--- src/rtl/lane_to_fifo_bridge.sv ---
// Lane RX byte stream to FIFO bridge: restores MSB-first order and tags the last byte of each burst.
// Optional burst length counter enabled by defining LANE_RX_BURST_LEN_EN.
module lane_to_fifo_bridge (
    input  logic        clk,
    input  logic        rst_n,
    input  logic        rx_active,
    input  logic        rx_valid,
    input  logic [7:0]  rx_data,
    input  logic        rx_mode_lp,
    output logic [8:0]  fifo_data,
    output logic        fifo_write,
    input  logic        fifo_full,
    output logic        burst_lp,
    output logic        overflow,
    input  logic        ovf_clr,
    output logic        burst_done,
    output logic [15:0] burst_len
);

    typedef enum logic [1:0] {
        ST_IDLE  = 2'd0,
        ST_EMPTY = 2'd1,
        ST_HOLD  = 2'd2,
        ST_FLUSH = 2'd3
    } state_t;

    state_t      state_r;
    state_t      state_s;
    logic        act_d_r;
    logic [7:0]  buf_r;
    logic        start_s;
    logic        strobe_s;
    logic        begin_s;
    logic        load_s;
    logic        drop_s;
    logic        last_s;

    function automatic logic [7:0] bit_rev(input logic [7:0] d);
        logic [7:0] r;
        for (int i = 0; i < 8; i++) begin
            r[7-i] = d[i];
        end
        return r;
    endfunction

    assign start_s   = rx_active & ~act_d_r;
    assign strobe_s  = rx_active & rx_valid;
    assign fifo_data = {last_s, buf_r};

    // Next-state, write strobe and buffer control
    always_comb begin
        state_s    = state_r;
        fifo_write = 1'b0;
        last_s     = 1'b0;
        begin_s    = 1'b0;
        load_s     = 1'b0;
        drop_s     = 1'b0;
        case (state_r)
            ST_IDLE: begin
                if (start_s) begin
                    begin_s = 1'b1;
                    load_s  = strobe_s;
                    state_s = strobe_s ? ST_HOLD : ST_EMPTY;
                end else begin
                    state_s = ST_IDLE;
                end
            end
            ST_EMPTY: begin
                if (strobe_s) begin
                    load_s  = 1'b1;
                    state_s = ST_HOLD;
                end else if (!rx_active) begin
                    state_s = ST_IDLE;
                end else begin
                    state_s = ST_EMPTY;
                end
            end
            ST_HOLD: begin
                if (strobe_s) begin
                    load_s     = 1'b1;
                    drop_s     = fifo_full;
                    fifo_write = ~fifo_full;
                end else if (!rx_active) begin
                    if (fifo_full) begin
                        state_s = ST_FLUSH;
                    end else begin
                        fifo_write = 1'b1;
                        last_s     = 1'b1;
                        state_s    = ST_IDLE;
                    end
                end else begin
                    state_s = ST_HOLD;
                end
            end
            ST_FLUSH: begin
                drop_s = strobe_s;
                if (!fifo_full) begin
                    fifo_write = 1'b1;
                    last_s     = 1'b1;
                    state_s    = ST_IDLE;
                end else begin
                    state_s = ST_FLUSH;
                end
            end
            default: begin
                state_s = ST_IDLE;
            end
        endcase
    end

    // State, edge detect, holding buffer, burst mode and sticky overflow
    always_ff @(posedge clk or negedge rst_n) begin
        if (!rst_n) begin
            state_r  <= ST_IDLE;
            act_d_r  <= 1'b1;   // a burst already in progress at reset release is not entered
            buf_r    <= 8'h00;
            burst_lp <= 1'b0;
            overflow <= 1'b0;
        end else begin
            state_r <= state_s;
            act_d_r <= rx_active;
            if (load_s) begin
                buf_r <= bit_rev(rx_data);
            end
            if (begin_s) begin
                burst_lp <= rx_mode_lp;
            end
            if (drop_s) begin
                overflow <= 1'b1;
            end else if (ovf_clr) begin
                overflow <= 1'b0;
            end
        end
    end

`ifdef LANE_RX_BURST_LEN_EN
    logic [15:0] cnt_r;
    logic        end_s;

    assign end_s = ~rx_active & ((state_r == ST_EMPTY) | (state_r == ST_HOLD));

    // Saturating byte counter and registered end-of-burst report
    always_ff @(posedge clk or negedge rst_n) begin
        if (!rst_n) begin
            cnt_r      <= 16'h0000;
            burst_done <= 1'b0;
            burst_len  <= 16'h0000;
        end else begin
            if (begin_s) begin
                cnt_r <= load_s ? 16'h0001 : 16'h0000;
            end else if (load_s && (cnt_r != 16'hFFFF)) begin
                cnt_r <= cnt_r + 16'h0001;
            end
            burst_done <= end_s;
            if (end_s) begin
                burst_len <= cnt_r;
            end
        end
    end
`else
    assign burst_done = 1'b0;
    assign burst_len  = 16'h0000;
`endif

endmodule

--- config.mk ---
export PLATFORM = sky130hd
export DESIGN_NAME = lane_to_fifo_bridge
export DESIGN_NICKNAME = d
export VERILOG_FILES = /design/src/rtl/lane_to_fifo_bridge.sv
export SDC_FILE = /design/constraint.sdc
export NUM_CORES = 1
export LEC_CHECK = 0
export ABC_CLOCK_PERIOD_IN_PS = 4500
export CAP_MARGIN = 10
export CORE_UTILIZATION = 55
export DETAILED_ROUTE_END_ITERATION = 10
export DONT_BUFFER_PORTS = 1
export PLACE_DENSITY = 0.7
export SETUP_SLACK_MARGIN = 0.3
export SYNTH_ARGS = -nofsm -noshare
export SYNTH_HDL_FRONTEND = slang
export SYNTH_SLANG_ARGS = --single-unit
--- constraint.sdc ---
create_clock -name clk -period 4.5 [get_ports clk]
set_clock_uncertainty 0.05 [all_clocks]
set_input_delay 0.45 -clock clk [delete_from_list [all_inputs] [get_ports clk]]
set_output_delay 0.45 -clock clk [all_outputs]
set_load 0.01 [all_outputs]
---- After elaboration in Yosys (flattened, before gate mapping) ----
Index checks and enable logic that the tools add are counted.
storage, ports and cells
  register bits after elaboration ......... 13
  logic and storage cells ................. 39
  input port bits ......................... 15
  output and inout bits ................... 29
cells by class
  multiplexer cells ....................... 23
  reductions and logical operators ........ 3
  bitwise gates (word level) .............. 4
  eq/ne operators ......................... 4
operators with widths
  operator                                                                number
  1-bit two-way mux                                                       12
  2-bit two-way mux                                                       6
  1-bit case mux with 2 select lines                                      4
  2-bit case mux with 4 select lines                                      1
  2-bit equality test (second input constant)                             2
  1-bit AND                                                               2
  2-bit by 1-bit equality test with 1-bit output (second input constant)  1
  2-bit logical NOT                                                       1
  2-bit != test (second input constant)                                   1
  1-bit NOT                                                               2
  2-bit nonzero test                                                      1
  2-bit OR reduction                                                      1

---- Longest topological paths before layout ----
Gate-level depths: netlist of the first run.
  depth after elaboration ................. 4
  depth in mapped cells ................... 6
  gate-level depth less buffers ........... 6

---- Worst setup path after synthesis of the first run ----
No wires, ideal clock.
  kind .................................... register to output
  start ................................... register state_r[0]
  end ..................................... output port fifo_data[8]
  required time ........................... 4.000 ns
  path buffers ............................ 1
  slack ................................... 2.856 ns
  cell stages (with the launch flop) ...... 7
  data arrival time ....................... 1.144 ns
  path through ............................ dfrtp_1 > inv_1 > ha_1 > nor2b_1 > nor2_1 > nor2_1 > buf_4
on the way
  longest elaborated chain between the ends .. 2
  elaborated cells on any way between the ends .. 3
RTL lines
  what                                    RTL line  source
  start: declaration                      27        state_t state_r;
  start signal: assignment                120       state_r <= state_s;
  2-bit equality test                     58        case (state_r)
  1-bit case mux with 2 select lines (*)  58
  end: declaration                        10        output logic [8:0] fifo_data,
Every way passes the cells marked *; elsewhere a longest branch is shown, timed or not.

---- Worst setup path after layout of the first run ----
Ends and elaborated chain as after synthesis.

==> results of run 1 <==
metal layers:
metal	GRT usage	part of all wire	vias to the layer above	wire, um
met5	0	0	-	0
met3	0.08152	0.090	2	105
met1	0.1735	0.40	220	468
met4	0.07500	0.0052	0	6
met2	0.2578	0.50	31	583
li1	-	-	231	-
flip-flops by register name (all words and copies together) (netlist names):
register  flops
buf_r         8
state_r       2
act_d_r       1
burst_lp      1
overflow      1
cells by family after synthesis:
| logic type | Yosys count | synth area share |
|---|---|---|
| other cells | 1 | 0.004527 |
| mux | 9 | 0.1224 |
| buf+inv | 24 | 0.1903 |
| flops | 13 | 0.3943 |
| simple gates | 13 | 0.08913 |
| fa+ha+maj | 6 | 0.09063 |
| compound gates | 12 | 0.1088 |
placed cells by master (no fill, tap or decap):
master	count
sky130_fd_sc_hd__conb_1	17
sky130_fd_sc_hd__dfrtp_1	12
sky130_fd_sc_hd__mux2_2	9
sky130_fd_sc_hd__inv_1	6
sky130_fd_sc_hd__ha_1	6
sky130_fd_sc_hd__nor2_1	4
sky130_fd_sc_hd__a21oi_1	4
sky130_fd_sc_hd__clkbuf_4	3
sky130_fd_sc_hd__nand2_1	2
sky130_fd_sc_hd__nor2b_1	1
sky130_fd_sc_hd__or2b_1	1
sky130_fd_sc_hd__nor2b_2	1
sky130_fd_sc_hd__nand2_2	1
sky130_fd_sc_hd__nor2_4	1
sky130_fd_sc_hd__o21ai_4	1
sky130_fd_sc_hd__nand3_1	1
sky130_fd_sc_hd__nand2b_1	1
sky130_fd_sc_hd__o32ai_1	1
sky130_fd_sc_hd__a31oi_1	1
sky130_fd_sc_hd__o22a_1	1
sky130_fd_sc_hd__o21a_1	1
sky130_fd_sc_hd__o211ai_1	1
sky130_fd_sc_hd__o221ai_1	1
sky130_fd_sc_hd__o22ai_1	1
sky130_fd_sc_hd__dfstp_2	1
sky130_fd_sc_hd__clkbuf_1	1
sky130_fd_sc_hd__dlygate4sd3_1	1
power breakdown:
part           internal [mW]  switching (mW)
logic                 0.0388          0.0368
clock network         0.0344          0.0370
registers              0.151          0.0369
worst max-delay path, stage by stage, from the launching register on:
cell	delay, ns
sky130_fd_sc_hd__dfrtp_1	0.42
sky130_fd_sc_hd__inv_1	0.14
sky130_fd_sc_hd__ha_1	0.26
sky130_fd_sc_hd__nor2b_1	0.20
sky130_fd_sc_hd__nor2_1	0.06
sky130_fd_sc_hd__nor2_1	0.18
metrics by stage:
| step | instance area [um^2] | util |
|---|---|---|
| 4_1_cts | 808.3 | 0.5987 |
| 3_5_place_dp | 772.0 | 0.5718 |
| 3_3_place_gp | 772.0 | 0.5718 |
| 6_report | 808.3 | 0.5987 |
| 2_1_floorplan | 888.4 | - |
| 5_1_grt | 808.3 | 0.5987 |
layout make-up:
class                           count  area (um^2)
Tap cell                           15        18.77
Inverter                            6        22.52
Multi-Input combinational cell     57        404.1
Clock buffer                        4        26.28
Fill cell                         122        541.8
Timing Repair Buffer                1        10.01
Sequential cell                    13        326.6
how the worst max path moves through the flow:
stage          depth (start not counted)  slack [ns]        from            to
6_report                               5        2.46  state_r[0]  fifo_data[8]
5_1_grt                                5        2.34  state_r[0]  fifo_data[8]
2_1_floorplan                          6        2.86  state_r[0]  fifo_data[8]
3_3_place_gp                           5        2.82  state_r[0]  fifo_data[8]
3_5_place_dp                           5        2.77  state_r[0]  fifo_data[8]
4_1_cts                                5        2.45  state_r[0]  fifo_data[8]
repair_timing:
item / 4_1_cts / 5_1_grt
endpoints found under the hold margin: 13 / 0
resized for setup: 0 / 0
hold buffers: 1 / 0
==> results.md, run 1 <==
* Layout overhead on the synthesized area at -2.417%
* Max-cap violations at 0
* Remaining Overflow, GRT at 0
* Die extent in x at 40.81 um
* Largest fanout on the critical path at 6
* Ranking of synthesized cells by instance count: sky130_fd_sc_hd__buf_4, sky130_fd_sc_hd__dfrtp_1, sky130_fd_sc_hd__mux2_2
* Final Cycle Share at 0.4542
* Core ar. at 1350 um^2
* Post-synthesis sequential area ratio at 0.3943
* R2R depth at 4
* Total vias in the final route at just under 500
* Detailed-routing iteration count for the pre-antenna-repair pass at 3
* Leading area contributor after synthesis: sky130_fd_sc_hd__dfrtp_1
* Fraction of post-synthesis cell area in the top cell type by area at 0.3625
* Number of diodes at 0
* Status: finished, final reports clean
* Worst Setup Slack, final at 2.456 ns
* Clk Latency, worst-skew pair at 0.28 ns
* Pre-CTS setup slack at 2.773 ns
* Routed wire length per instance at 12.11 um
* Worst EP required at 4.00 ns
* Worst endpoint data arrival time at approximately 1.5 ns
* Cells on Worst Hold Path at 0
* Total Die Area at 1665 um^2
* Root buffer cell: sky130_fd_sc_hd__clkbuf_4
* Clock slew at the register clock pins of the worst setup and hold paths at roughly 0.08 ns
* Sinks on Clock Net at 13
* First-pass GRT wire length at 1621 um
* Worst Hold End: act_d_r
* Number of post-CTS setup repair buffers at 0
* Aggregate global-route resource usage at 0.1606
* Drt drc at 0
* Non-filler cells, final at 96
* Max IR drop VDD at 261.4 uV
* Worst Path Class, Setup: flip-flop to output pin
* Num CTS Buffers at 3
* Dominant synthesized flop cell: sky130_fd_sc_hd__dfrtp_1
* Shortest period the worst path allows at roughly 2.0 ns
* Setup slack, reg-to-reg at 2.81 ns
* Peak clock frequency supported by timing at 489.2 MHz
* Post-synthesis cell type count at 25
* Synth Register Bits at 13
* Largest net degree at the start of global routing at 14
* Clock tree from TritonCTS: built
* Cell area after technology mapping at between 800 and 900 um^2
* Count of routing violations after the opening detailed-route iteration at 2
* Count of standard-cell rows at 13
* Number of top-level pins at 44
* Worst Hold Margin at 0.1114 ns
* Critical path capture point type: output pin
* Count of port buffers added during placement at 0
* Lkg Pwr at 0.3812 nW
* Transition at the pin with the smallest max-transition slack at 0.5772 ns
* Fraction of final layout cells sized beyond drive strength 1 at 0.2099
* Setup repair after global routing missed its margin: no
* Worst reg2reg endpoint: buf_r[2]
* EDFF count, synth at 0
* Number of warning messages in the yosys log at 0
* Hold Violations, Final at 0
* Max Transition Viols Final at 0
* Max-Slew Margin vs Limit at 0.6139
* Max H-tree Level at 1
* Startpoint types: flip-flop
* Mean cell area of the mapped netlist at between 10 and 15 um^2
* Number of placed instances, taps included at 91
* Synth Instances at just under 80
* Hold path startpoint: rx_active
* Setup total negative slack at 0 ns
* Final wirelength at 1163 um
* Final weighted congestion in routability-driven placement at 0.7900
* Most numerous cell in the Yosys netlist: sky130_fd_sc_hd__buf_4
* Remaining antenna violation count at 0
* Worst hold path type: primary input to flip-flop
* Worst reg2reg startpoint: state_r[0]
* Share of flip-flops with an asynchronous set or reset at 1.000
* Leading cell types by total area after synthesis: sky130_fd_sc_hd__dfrtp_1, sky130_fd_sc_hd__buf_4, sky130_fd_sc_hd__mux2_2
* Vias in the first global route at 385
* Bufs on Longest Clock Path at 2
* Drt via density at 5.042
* Post-layout nets at 103
* Post-detailed-placement half-perimeter wirelength at 933.2 um
* Initial cell density of the core at 0.6135
* Power Dens Cells at 414.6 nW/um^2
* Overall power of the completed layout at 0.3351 mW
* Antenna violations before repair at 0
* Count of endpoints failing setup in the final report at 0
* Die outline height at roughly 41 um
Note: power is estimated with default switching activity, not from simulation.
==> inputs of run 2 (changes only) <==
- ABC_CLOCK_PERIOD_IN_PS: 4500 -> 1800
- CORE_UTILIZATION: 55 -> 54
- PLACE_DENSITY: 0.7 -> 0.72
- clock period: 4.5 -> 1.8 ns (I/O delays scaled with it)
==> run 2 against run 1 <==
Clock power grew to 2.5 times the previous value. Utilization is 20 points higher. Worst setup slack worse by 2.2 ns. Register-to-register slack worse by 2.6 ns. Non-clock buffer count is 17 higher. Die area is 1.8% higher. Largest power group unchanged.
==> results.md, run 2 (synthesis gave the netlist of run 1 again) <==
* Max H-tree Level at 1 (unchanged)
* Power Dens Cells at 932.2 nW/um^2 (+120%)
* Clock tree from TritonCTS: built
* Setup repair after global routing missed its margin: yes
* Count of port buffers added during placement at 0 (unchanged)
* Count of standard-cell rows at 13 (unchanged)
* Commonest non-fill, non-tap cells in the layout: sky130_fd_sc_hd__conb_1, sky130_fd_sc_hd__dfrtp_1, sky130_fd_sc_hd__dlygate4sd3_1, sky130_fd_sc_hd__mux2_4, sky130_fd_sc_hd__buf_4
* Critical path capture point type: flip-flop
* Remaining antenna violation count at 0 (unchanged)
* Final design utilization at 0.8004 (+0.2017)
* Initial cell density of the core at 0.6062 (-0.007304)
* Die outline height at 41.17 um (+0.88%)
* Post-layout nets at 120 (+17%)
* Antenna violations before repair at 0 (unchanged)
* Clock slew at the register clock pins of the worst setup and hold paths at 0.08 ns (about the same)
* Int Power at 0.6722 mW (+200%)
* Final Cycle Share at 0.8782
* Registers with the most flip-flops: buf_r x8, state_r x2
* Worst EP required at 1.91 ns (-2.09 ns)
* Drt via density at 5.177 (+2.7%)
* Final weighted congestion in routability-driven placement at 0.8047 (+1.9%)
* Worst endpoint data arrival time at 1.69 ns (+0.15 ns)
* Register name with the most flops: buf_r
* Die extent in x at 41.17 um (+0.88%)
* Peak clock frequency supported by timing at 632.6 MHz
* Routed wire length per instance at 15.46 um (+28%)
* Remaining Overflow, GRT at 0 (unchanged)
* Post-detailed-placement half-perimeter wirelength at 1116 um (+20%)
* Detailed-routing iteration count for the pre-antenna-repair pass at 4 (+1)
* Flip-flop count of the largest register, all copies and words added at 8 (unchanged)
* Largest fanout on the critical path at 5 (-1)
* Clock share of power at 0.177 (-0.036)
* Switching portion of total power at 0.3405 (+0.01017)
* Shortest period the worst path allows at 1.581 ns
* Status: finished, final reports clean
* Bufs on Longest Clock Path at 2 (unchanged)
* Worst hold path type: primary input to flip-flop
* Clk Latency, worst-skew pair at 0.27 ns (about the same)
* Portion of total power attributed to combinational logic at 0.341 (+0.115)
* Count of endpoints failing setup in the final report at 0 (unchanged)
* Layout overhead on the synthesized area at 32.02%
* Final wirelength at 1747 um (+50%)
* Setup total negative slack at 0 ns (unchanged)
* Root buffer cell: sky130_fd_sc_hd__clkbuf_4
* Startpoint types: flip-flop
* Aggregate global-route resource usage at 0.2251 (+0.06452)
* Worst Path Class, Setup: flip-flop to flip-flop
* Sw Pwr at 0.3471 mW (+210%)
* Sinks on Clock Net at 13 (unchanged)
* Hold Violations, Final at 0 (unchanged)
* Transition at the pin with the smallest max-transition slack at 0.5676 ns (-0.009658 ns)
* Max-Slew Margin vs Limit at 0.6204 (+0.006460)
* Instance area at placement at 819.5 um^2 (+6.2%)
* Most common library cell in the layout ignoring fill and taps: sky130_fd_sc_hd__conb_1
* Post-route design area at 1094 um^2 (+35%)
* Vias in the first global route at 515 (+34%)
* Max-cap violations at 0 (unchanged)
* Total Die Area at 1695 um^2 (+1.8%)
* Setup slack, reg-to-reg at 0.22 ns (-2.59 ns)
* Num CTS Buffers at 3 (unchanged)
* Total vias in the final route at 585 (+21%)
* Sequential group share of total power at 0.482 (-0.079)
* Drt drc at 0 (unchanged)
* Max IR drop VDD at 726.8 uV (+180%)
* Fraction of final layout cells sized beyond drive strength 1 at 0.4286 (+0.2187)
* Core ar. at 1366 um^2 (+1.2%)
* Largest net degree at the start of global routing at 14 (unchanged)
* Number of top-level pins at 44 (unchanged)
* Number of diodes at 0 (unchanged)
* Lkg Pwr at 0.5096 nW (+34%)
* Max Transition Viols Final at 0 (unchanged)
* Count of routing violations after the opening detailed-route iteration at 13 (+11)
* First-pass GRT wire length at 2359 um (+46%)
==> run 2: final cells by class <==
| class | instances | area, um^2 |
|---|---|---|
| Inverter | 6 | 25.02 |
| Tap cell | 15 | 18.77 |
| Timing Repair Buffer | 18 | 168.9 |
| Fill cell | 75 | 272.8 |
| Clock buffer | 4 | 26.28 |
| Sequential cell | 13 | 327.8 |
| Multi-Input combinational cell | 57 | 526.8 |
==> run 2: per-layer routing <==
| metal | share of wire | global-route usage | up-vias |
|---|---|---|---|
| met1 | 0.43 | 0.2905 | 278 |
| li1 | - | - | 264 |
| met2 | 0.49 | 0.3594 | 41 |
| met3 | 0.065 | 0.04891 | 2 |
| met5 | 0 | 0 | - |
| met4 | 0.0057 | 0.09677 | 0 |
==> run 2: final timing paths <==
check                      startpoint          to  depth (start not counted)
min in group asynchronous       rst_n    burst_lp                          1
min reg2reg                  buf_r[3]    buf_r[3]                          1
min                        rx_data[5]    buf_r[2]                          1
max reg2reg                state_r[1]    buf_r[4]                          6
max in group asynchronous       rst_n  state_r[1]                          1
max                        state_r[1]    buf_r[4]                          6
==> run 2: what timing repair did <==
action                     in CTS  in global routing
setup buffers                   8                  1
gates resized for setup         7                 14
pin swaps                       4                  6
setup endpoints to repair      11                 13
hold endpoints to repair       21                  0
hold buffers                    9                  0
==> run 2: worst max-delay path, stage by stage, from the launching register on <==
cell,delay (ns)
sky130_fd_sc_hd__dfrtp_2,0.47
sky130_fd_sc_hd__inv_4,0.07
sky130_fd_sc_hd__ha_4,0.15
sky130_fd_sc_hd__nor2b_4,0.13
sky130_fd_sc_hd__o21ai_4,0.15
sky130_fd_sc_hd__buf_6,0.15
sky130_fd_sc_hd__mux2_4,0.30
==> run 2: stage by stage <==
stage | worst slack (ns) | hold WS [ns] | std cells | power [mW]
6_report | 0.2193 | 0.008555 | 113 | 1.019
5_1_grt | 0.1679 | 0.002090 | 113 | 1.067
4_1_cts | 0.2523 | 0.00005798 | 112 | 0.9817
3_5_place_dp | 0.1318 | -0.1653 | 91 | 0.7356
3_3_place_gp | 0.2032 | -0.1652 | 91 | 0.7212
2_1_floorplan | 0.2651 | -0.1656 | 94 | 0.7150
==> run 2: power groups by stage <==
stage	Clock, mW	Combinational, mW	Sequential, mW
global placement	0	0.234	0.487
CTS	0.188	0.304	0.489
detailed placement	0	0.242	0.494
floorplan	0	0.247	0.468
finish	0.181	0.348	0.491
global route	0.190	0.375	0.501
==> inputs of run 3 (changes only) <==
- SETUP_SLACK_MARGIN: 0.3 -> 0.05
==> run 3 against run 2 <==
Fmax shrank 5.8%. Worst hold slack lost 0.0020 ns. Power shrank 15%. Routed wire length shrank 21%. Die area is the same. Non-clock buffer count shrank 7. Critical path type unchanged. Utilization shrank 13 points. Highest routed layer unchanged. Largest power group unchanged. Clock-buffer cell count is the same. Cell count shrank 6.2%. Worst setup slack lost 0.097 ns.
==> results.md, run 3 (synthesis gave the netlist of run 1 again) <==
* Number of top-level pins at 44 (unchanged)
* Non-filler cells, final at 106 (-6.2%)
* Startpoint types: flip-flop
* Sequential cell area in the final layout at 326.6 um^2 (-0.38%)
* Aggregate global-route resource usage at 0.1838 (-0.04135)
* Vias in the first global route at 473 (-8.2%)
* Worst hold path type: primary input to flip-flop
* Detailed-routing iteration count for the pre-antenna-repair pass at 4 (unchanged)
* Setup total negative slack at 0 ns (unchanged)
* Num CTS Buffers at 3 (unchanged)
* Register name with the most flops: buf_r
* Max IR drop VDD at 480.0 uV (-34%)
* Status: finished, final reports clean
* Die outline height at 41.17 um (unchanged)
* Setup repair after global routing missed its margin: yes
* Initial cell density of the core at 0.6062 (unchanged)
* Largest net degree at the start of global routing at 14 (unchanged)
* Clk Latency, worst-skew pair at 0.28 ns (about the same)
* Peak clock frequency supported by timing at 596.1 MHz (-5.8%)
* Drt via density at 5.142 (-0.69%)
* Lkg Pwr at 0.4216 nW (-17%)
* Routed wire length per instance at 13.01 um (-16%)
* Remaining Overflow, GRT at 0 (unchanged)
* Worst reg2reg startpoint: state_r[0]
* Worst EP required at 1.92 ns (about the same)
* Registers with the most flip-flops: buf_r x8, state_r x2
* Drt drc at 0 (unchanged)
* Antenna violations before repair at 0 (unchanged)
* Launching element of the worst setup path: state_r[0]
* Count of port buffers added during placement at 0 (unchanged)
* Count of standard-cell rows at 13 (unchanged)
* Post-layout nets at 113 (-5.8%)
* Die extent in x at 41.17 um (unchanged)
* Bufs on Longest Clock Path at 2 (unchanged)
* Critical path capture point type: flip-flop
* Final-layout fill cell count at 108 (+44%)
* Number of post-CTS setup repair buffers at 0 (-8)
* Max-cap violations at 0 (unchanged)
* Shortest period the worst path allows at 1.677 ns (+0.09674 ns)
* Count of routing violations after the opening detailed-route iteration at 14 (+1)
* Number of diodes at 0 (unchanged)
* Max-Slew Margin vs Limit at 0.6187 (-0.001706)
* Max H-tree Level at 1 (unchanged)
* Clock tree from TritonCTS: built
* Root buffer cell: sky130_fd_sc_hd__clkbuf_4
* Post-detailed-placement half-perimeter wirelength at 930.7 um (-17%)
* Sinks on Clock Net at 13 (unchanged)
* First-pass GRT wire length at 1938 um (-18%)
* Power Dens Cells at 944.9 nW/um^2 (+1.4%)
* Remaining antenna violation count at 0 (unchanged)
* Final Cycle Share at 0.9319 (+0.05374)
* Transition at the pin with the smallest max-transition slack at 0.5701 ns (+0.002549 ns)
* Total vias in the final route at 545 (-6.8%)
* Sw Pwr at 0.2882 mW (-17%)
* Largest fanout on the critical path at 8 (+3)
* Fraction of final layout cells sized beyond drive strength 1 at 0.2418 (-0.1868)
* Area of the multi-input gates at 411.6 um^2 (-22%)
* Layout overhead on the synthesized area at 10.57%
* Final weighted congestion in routability-driven placement at 0.8692 (+8.0%)
* Number of placed instances, taps included at 91 (unchanged)
* Most common library cell in the layout ignoring fill and taps: sky130_fd_sc_hd__conb_1
* Clock slew at the register clock pins of the worst setup and hold paths at 0.08 ns (about the same)
* Total Die Area at 1695 um^2 (unchanged)
* Max Transition Viols Final at 0 (unchanged)
* Worst endpoint data arrival time at 1.79 ns (+0.10 ns)
* Int Power at 0.5772 mW (-14%)
* Sequential group share of total power at 0.544 (+0.062)
* Hold path startpoint: rx_data[6]
* Clock share of power at 0.210 (+0.033)
* Flip-flop count of the largest register, all copies and words added at 8 (unchanged)
* Hold Violations, Final at 0 (unchanged)
* Portion of total power attributed to combinational logic at 0.246 (-0.095)
* Core ar. at 1366 um^2 (unchanged)
* Switching portion of total power at 0.3330 (-0.007518)
* Count of endpoints failing setup in the final report at 0 (unchanged)
* Worst Path Class, Setup: flip-flop to flip-flop
* Commonest non-fill, non-tap cells in the layout: sky130_fd_sc_hd__conb_1, sky130_fd_sc_hd__dfrtp_1, sky130_fd_sc_hd__dlygate4sd3_1, sky130_fd_sc_hd__mux2_2, sky130_fd_sc_hd__ha_1
* Final wirelength at 1379 um (-21%)
==> run 3: changes by cell type in the layout (fill, tap and decap cells not counted), sizes merged <==
cell / previous run / this run
dlygate4sd3: 9 / 11
buf: 9 / 0
==> run 3: final timing paths <==
check,cells after the start,end,slack [ns]
worst max-delay path,4,buf_r[1],0.12
worst min-delay path,1,buf_r[1],0.007
worst max register to register,4,buf_r[1],0.12
worst min register to register,1,buf_r[4],0.53
max in group asynchronous,1,act_d_r,1.04
min in group asynchronous,1,state_r[0],0.28
==> run 3: routing by layer <==
layer / track usage / vias up / part of all wire
li1: - / 249 / -
met1: 0.1973 / 251 / 0.39
met2: 0.3242 / 43 / 0.52
met3: 0.04891 / 2 / 0.087
met4: 0.09677 / 0 / 0.0073
met5: 0 / - / 0
==> run 3: worst max-delay path, stage by stage (launching register included) <==
cell and delay, ns:
sky130_fd_sc_hd__dfrtp_1 0.42, sky130_fd_sc_hd__inv_2 0.09, sky130_fd_sc_hd__ha_1 0.33, sky130_fd_sc_hd__o21ai_4 0.30, sky130_fd_sc_hd__mux2_2 0.38
==> run 3: final cells by class <==
cell class / count / share of cell area
multi-input cells: 57 / 0.4495
flip-flops and latches: 13 / 0.3566
repair buffers: 11 / 0.1202
clock buffers: 4 / 0.02869
inverters: 6 / 0.02459
well taps: 15 / 0.02049
==> run 3: timing repair <==
| action | in CTS | in global routing |
|---|---|---|
| hold buffers | 11 | 0 |
| hold endpoints to repair | 23 | 0 |
| pin swaps | 0 | 0 |
| gates resized for setup | 2 | 3 |
| setup endpoints to repair | 1 | 9 |
==> run 3: metrics by stage <==
stage	hold slack [ns]	utilization	setup WS (ns)	area, um^2	power, mW
2_1_floorplan	-0.1656	-	0.2398	888.4	0.6564
3_3_place_gp	-0.1653	0.5650	0.1561	772.0	0.6541
3_5_place_dp	-0.1653	0.5650	0.1111	772.0	0.6642
4_1_cts	0.001638	0.6685	0.07589	913.4	0.8761
5_1_grt	0.00003797	0.6703	0.02222	915.9	0.9322
6_report	0.006542	0.6703	0.1225	915.9	0.8654
==> run 3: power by group through the flow <==
| stage | clock network [mW] | registers, mW | logic, mW |
|---|---|---|---|
| after floorplan | 0 | 0.463 | 0.194 |
| after global placement | 0 | 0.476 | 0.178 |
| after detailed placement | 0 | 0.478 | 0.186 |
| after CTS | 0.191 | 0.472 | 0.213 |
| after global routing | 0.202 | 0.490 | 0.241 |
| final | 0.182 | 0.470 | 0.213 |
